==> src/rtl/sub32_pipe.sv <==
// sub32_pipe: two-stage pipelined WIDTH-bit subtractor (A + ~B + 1) with valid/ready flow control
// and borrow, signed-overflow and zero flags; each half uses a parallel-prefix carry network.
module sub32_cla #(parameter int W = 16) (
  input  logic [W-1:0] a,
  input  logic [W-1:0] b,
  input  logic         cin,
  output logic [W-1:0] s,
  output logic         cout
);
  // Kogge-Stone prefix: bit i+1 of the result is the carry out of bits [i:0]
  function automatic logic [W:0] carries(input logic [W-1:0] x, input logic [W-1:0] y, input logic ci);
    logic [W-1:0] g, p, gn, pn;
    g = x & y;
    p = x ^ y;
    for (int d = 1; d < W; d = d * 2) begin
      gn = g;
      pn = p;
      for (int i = d; i < W; i++) begin
        gn[i] = g[i] | (p[i] & g[i-d]);
        pn[i] = p[i] & p[i-d];
      end
      g = gn;
      p = pn;
    end
    return {g | (p & {W{ci}}), ci};
  endfunction
  logic [W:0] c;
  assign c    = carries(a, b, cin);
  assign s    = a ^ b ^ c[W-1:0];
  assign cout = c[W];
endmodule

module sub32_pipe #(parameter int WIDTH = 32) (
  input  logic             clk,
  input  logic             rst,
  input  logic             in_valid,
  output logic             in_ready,
  input  logic [WIDTH:1]   A,
  input  logic [WIDTH:1]   B,
  output logic             out_valid,
  input  logic             out_ready,
  output logic [WIDTH:1]   D,
  output logic             BOUT,
  output logic             OVF,
  output logic             ZERO
);
  localparam int HALF = WIDTH / 2;
  logic            s1_valid, s2_valid, c_half, c_lo, c_out;
  logic            s2_can_accept, s1_fwd, load;
  logic [HALF-1:0] d_lo, a_hi, b_hi, sum_lo, sum_hi;
  assign s2_can_accept = ~s2_valid | out_ready;
  assign s1_fwd        = s1_valid & s2_can_accept;
  assign in_ready      = ~s1_valid | s2_can_accept;
  assign load          = in_valid & in_ready;
  assign out_valid     = s2_valid;
  sub32_cla #(.W(HALF)) u_lo (.a(A[HALF:1]), .b(~B[HALF:1]), .cin(1'b1), .s(sum_lo), .cout(c_lo));
  sub32_cla #(.W(HALF)) u_hi (.a(a_hi), .b(~b_hi), .cin(c_half), .s(sum_hi), .cout(c_out));
  always_ff @(posedge clk or posedge rst) begin
    if (rst) begin
      s1_valid <= 1'b0;
      s2_valid <= 1'b0;
      d_lo     <= '0;
      c_half   <= 1'b0;
      a_hi     <= '0;
      b_hi     <= '0;
      D        <= '0;
      BOUT     <= 1'b0;
      OVF      <= 1'b0;
      ZERO     <= 1'b0;
    end else begin
      if (load) begin
        s1_valid <= 1'b1;
        d_lo     <= sum_lo;
        c_half   <= c_lo;
        a_hi     <= A[WIDTH:HALF+1];
        b_hi     <= B[WIDTH:HALF+1];
      end else if (s1_fwd) s1_valid <= 1'b0;
      if (s1_fwd) begin
        s2_valid <= 1'b1;
        D        <= {sum_hi, d_lo};
        BOUT     <= ~c_out;
        OVF      <= (a_hi[HALF-1] ^ b_hi[HALF-1]) & (sum_hi[HALF-1] ^ a_hi[HALF-1]);
        ZERO     <= ~|{sum_hi, d_lo};
      end else if (out_ready) s2_valid <= 1'b0;
    end
  end
endmodule

==> config.mk <==
export PLATFORM = sky130hd
export DESIGN_NAME = sub32_pipe
export DESIGN_NICKNAME = d
export VERILOG_FILES = /design/src/rtl/sub32_pipe.sv
export SDC_FILE = /design/constraint.sdc
export NUM_CORES = 1
export LEC_CHECK = 0
export BUFFER_PORTS_ARGS = -buffer_cell sky130_fd_sc_hd__buf_2
export CAP_MARGIN = 20
export CORE_ASPECT_RATIO = 0.6
export CORE_MARGIN = 4
export CORE_UTILIZATION = 55
export CTS_BUF_LIST = sky130_fd_sc_hd__clkbuf_4
export DETAILED_ROUTE_END_ITERATION = 10
export PLACE_DENSITY = 0.78
export SLEW_MARGIN = 5
export SYNTH_ARGS = -nofsm -noshare
export SYNTH_HDL_FRONTEND = slang
export SYNTH_SLANG_ARGS = --single-unit
==> constraint.sdc <==
create_clock -name clk -period 3.13 [get_ports clk]
set_input_delay 0.1565 -clock clk [delete_from_list [all_inputs] [get_ports clk]]
set_output_delay 0.1565 -clock clk [all_outputs]
set_load 0.05 [all_outputs]
==> reports/qor.json <==
{
  "die": {
    "design.portCount": 105,
    "die_span_y_um": 80.48,
    "design.die.area_um2": 10370,
    "initial_core_util": 0.5650,
    "die_width_um": 128.8,
    "area_of_the_core_um2": 8523,
    "row_count": 26
  },
  "cts": {
    "cts_buffers": 9,
    "ctsLongestPathBuffers": 2,
    "postCtsSetupBuffers": 0,
    "source_to_sink_clock_delay_at_the_later_pin_of_the_worst_skew_pair_ns": 0.45,
    "cts_tree": "done",
    "clockRootBuffer": "sky130_fd_sc_hd__clkbuf_4",
    "htreeDepth": 3,
    "cts.reportedPaths.clkPinSlew_ns": 0.14,
    "cts.sink_count": 86
  },
  "synthesis": {
    "dominantRegCellSynth": "sky130_fd_sc_hd__dfrtp_1",
    "synthCells": 451,
    "ys_warn_count": 0,
    "postSynthAreaPerCell_um2": 10.68,
    "seq_area_frac_synth": 0.4469,
    "synthDistinctLibCells": 55,
    "synth_area_um2": 4816,
    "ys_ff_latch": 86,
    "synth.net_count": 553,
    "async_flop_share": 1.000,
    "number_of_synthesized_flops_with_an_enable_pin": 0
  },
  "timing": {
    "timing.slew.headroom": 0.4820,
    "grt_setup_unrepaired": "no",
    "final_critical_path_setup_slack_ns": 0.2134,
    "summed_negative_setup_slack_over_all_endpoints_ns": 0,
    "max_slew.worst_pin.slew_ns": 0.7761,
    "achievable-frequency_ghz": 0.3429,
    "post-route-min-period_ns": 2.917,
    "setup_viol_count_final": 0,
    "hold_violations": 0,
    "post_route_clock_skew_ns": 0.01631,
    "timing_max_transition_violations_final": 0,
    "period_share": 0.9318
  },
  "detailed_routing": {
    "via_count": 3927,
    "wl_mm": 11.57,
    "ratio_of_routed_vias_to_standard_cells": 5.547,
    "drt_first_iter_violations": 255,
    "dr.pass1.iters": 4,
    "drc": 0,
    "drt-wirelength-per-cell_um": 16.34,
    "antenna_left": 0
  },
  "outcome": {
    "outcome": "finished clean"
  },
  "power_and_ir_drop": {
    "max-vdd-ir-drop_v": 0.0004720,
    "pwr-share-clk": 0.168,
    "p_per_area_nw_per_um2": 715.0,
    "pint_w": 0.002388,
    "p_leak_nw": 2.973,
    "switching_share": 0.4415,
    "p_sw_w": 0.001888,
    "sequentialPowerShare": 0.365,
    "comb_power_share": 0.466
  },
  "critical_path": {
    "cp_slowest_stage_delay_ns": 0.52,
    "required_worst_endpoint_ns": 3.51,
    "critPathSlowestCell": "sky130_fd_sc_hd__or4_4",
    "critical_path.cell_chain": "ha_1 -> and3_4 -> a221oi_4 -> a211oi_4 -> or4_4 -> a2111oi_2 -> nand4_1 -> o21ai_1",
    "worst_setup_path_class": "reg2reg",
    "critical_path.max_fanout": 6,
    "worst-endpoint-arrival_ns": 3.29,
    "setup.worst_path.end_class": "register",
    "worst_setup_path_start_kind": "register"
  },
  "grt": {
    "grt_remaining_overflow": 0,
    "antenna_found_initial": 0,
    "grt_pass1_wl_mm": 19.60,
    "grt_start_max_net_pins": 50,
    "first_global_vias": 4030,
    "global_route.usage.total": 0.2394
  },
  "placement": {
    "gp_routability_congestion": 0.9253,
    "post-dp-hpwl_mm": 8.641,
    "port_buffers": 104,
    "preCtsSetupSlack_ns": 0.2560
  },
  "layout": {
    "proportion_of_layout_cells_with_a_drive_suffix_above_1": 0.3154,
    "filler_cell_count": 669,
    "diodes": 0,
    "area.growth.synth_to_final_pct": 24.19,
    "final_net_count": 693
  },
  "min_path": {
    "worst_hold_path_type": "in2reg"
  },
  "run": {
    "max-cap-violations": 0
  }
}
==> synth_stat cells, types with 2 or more instances <==
cell type,count,share of area
sky130_fd_sc_hd__nor4_1,4,0.0052
sky130_fd_sc_hd__a211oi_1,8,0.012
sky130_fd_sc_hd__or3_1,4,0.0052
sky130_fd_sc_hd__o21a_1,2,0.0031
sky130_fd_sc_hd__xnor2_1,8,0.015
sky130_fd_sc_hd__a21o_1,10,0.016
sky130_fd_sc_hd__o31ai_1,7,0.011
sky130_fd_sc_hd__xor2_1,11,0.020
sky130_fd_sc_hd__nand2_1,36,0.028
sky130_fd_sc_hd__nand4_1,5,0.0065
sky130_fd_sc_hd__a2111oi_2,2,0.0062
sky130_fd_sc_hd__a31oi_1,4,0.0052
sky130_fd_sc_hd__a21oi_1,13,0.014
sky130_fd_sc_hd__nor3b_1,3,0.0047
sky130_fd_sc_hd__or2_2,4,0.0052
sky130_fd_sc_hd__o2111ai_1,2,0.0036
sky130_fd_sc_hd__o21ai_1,2,0.0021
sky130_fd_sc_hd__nor2_1,9,0.0070
sky130_fd_sc_hd__mux2_2,50,0.12
sky130_fd_sc_hd__o21ai_0,29,0.030
sky130_fd_sc_hd__a221o_1,2,0.0042
sky130_fd_sc_hd__nand3_1,4,0.0042
sky130_fd_sc_hd__clkbuf_1,12,0.0094
sky130_fd_sc_hd__nor3_1,4,0.0042
sky130_fd_sc_hd__ha_1,33,0.086
sky130_fd_sc_hd__inv_1,46,0.036
sky130_fd_sc_hd__dfrtp_1,86,0.45
sky130_fd_sc_hd__a211o_1,3,0.0055
sky130_fd_sc_hd__o311a_1,2,0.0042
sky130_fd_sc_hd__and3_1,6,0.0078
sky130_fd_sc_hd__a41o_1,4,0.0083
sky130_fd_sc_hd__nand2b_1,6,0.0078
sky130_fd_sc_hd__o311ai_0,2,0.0036
sky130_fd_sc_hd__and2_1,7,0.0091
==> stage by stage <==
step                total power, W  cell area, um^2  hold slack [ns]    util  cells
floorplan                 0.003032             4816           0.2649       -    451
global placement          0.003459             5474           0.3140  0.6422    658
detailed placement        0.003531             5474           0.3189  0.6422    658
finish                    0.004276             5981          0.05033  0.7017    708
global route              0.004532             5981          0.03735  0.7017    708
CTS                       0.004286             5974          0.02768  0.7010    708
==> placed cells by master (no fill, tap or decap), drive strengths merged, types with 5 or more instances in the layout <==
master | synthesis | layout
dfrtp | 86 | 86
ha | 33 | 33
nand2 | 36 | 36
xnor2 | 8 | 8
a21o | 10 | 10
clkbuf | 12 | 10
nand4 | 5 | 5
xor2 | 11 | 11
o31ai | 7 | 7
and3 | 7 | 7
nand2b | 6 | 6
and2 | 7 | 7
nor2 | 9 | 9
mux2 | 50 | 50
buf | 1 | 108
a21oi | 13 | 13
a211oi | 9 | 9
o21ai | 31 | 31
inv | 46 | 46
dlygate4sd3 | 0 | 34
==> state kept, by name (all words and copies together) (netlist names) <==
| register | cells |
|---|---|
| BOUT | 1 |
| s1_valid | 1 |
| a_hi | 16 |
| OVF | 1 |
| c_half | 1 |
| D | 32 |
| d_lo | 16 |
| b_hi | 16 |
| ZERO | 1 |
| out_valid | 1 |
==> final timing paths <==
kind	end	start	cells after the start	slack [ns]
setup / recovery	ZERO$_DFFE_PP0P_	a_hi[3]$_DFFE_PP0P_	8	0.21
hold / removal	d_lo[0]$_DFFE_PP0P_	B[1]	3	0.05
setup reg to reg	ZERO$_DFFE_PP0P_	a_hi[3]$_DFFE_PP0P_	8	0.21
hold reg to reg	D[29]$_DFFE_PP0P_	D[29]$_DFFE_PP0P_	2	0.49
max in group asynchronous	D[12]$_DFFE_PP0P_	rst	4	2.00
min in group asynchronous	a_hi[14]$_DFFE_PP0P_	rst	3	0.36
==> metal layers <==
layer	wire length, um	vias to the layer above	GRT usage
li1	-	1911	-
met4	163	0	0.05975
met5	0	-	0
met2	5201	118	0.3688
met3	714	20	0.05581
met1	5493	1878	0.3416
==> repair_timing <==
action | in CTS | in global routing
hold buffers | 34 | 0
resized for setup | 0 | 1
endpoints found under the setup margin | 0 | 1
hold endpoints to repair | 77 | 0
==> final cells by class <==
type / instances / area [um^2] / share of cell area
Clock inverter: 6 / 85.08 / 0.01423
Multi-Input combinational cell: 306 / 2451 / 0.4098
Timing Repair Buffer: 142 / 903.4 / 0.1510
Clock buffer: 10 / 75.07 / 0.01255
Sequential cell: 86 / 2152 / 0.3598
Inverter: 46 / 173.9 / 0.02908
Tap cell: 112 / 140.1 / 0.02343
==> worst max-delay path: cells and delay by family, from the launching register on <==
kind                     cells  cell delay (ns)
AND/OR/NAND/NOR              3             0.90
adder cells (fa/ha/maj)      1             0.42
AO/OA/AOI/OAI                4             1.13
flip-flops                   1             0.41
==> power groups by stage <==
stage / Clock, W / Combinational [W] / Sequential, W
finish: 0.000720 / 0.00199 / 0.00156
global route: 0.000783 / 0.00215 / 0.00160
CTS: 0.000738 / 0.00199 / 0.00156
detailed placement: 0 / 0.00195 / 0.00158
global placement: 0 / 0.00189 / 0.00157
floorplan: 0 / 0.000884 / 0.00215
==> cells by family after synthesis <==
group,after synthesis,synth area share
mux,51,0.1190
flops,86,0.4469
compound gates,104,0.1574
fa+ha+maj,34,0.08989
buf+inv,59,0.04599
simple gates,98,0.1063
xor+xnor,19,0.03455
(Power assumes the default switching activity.)
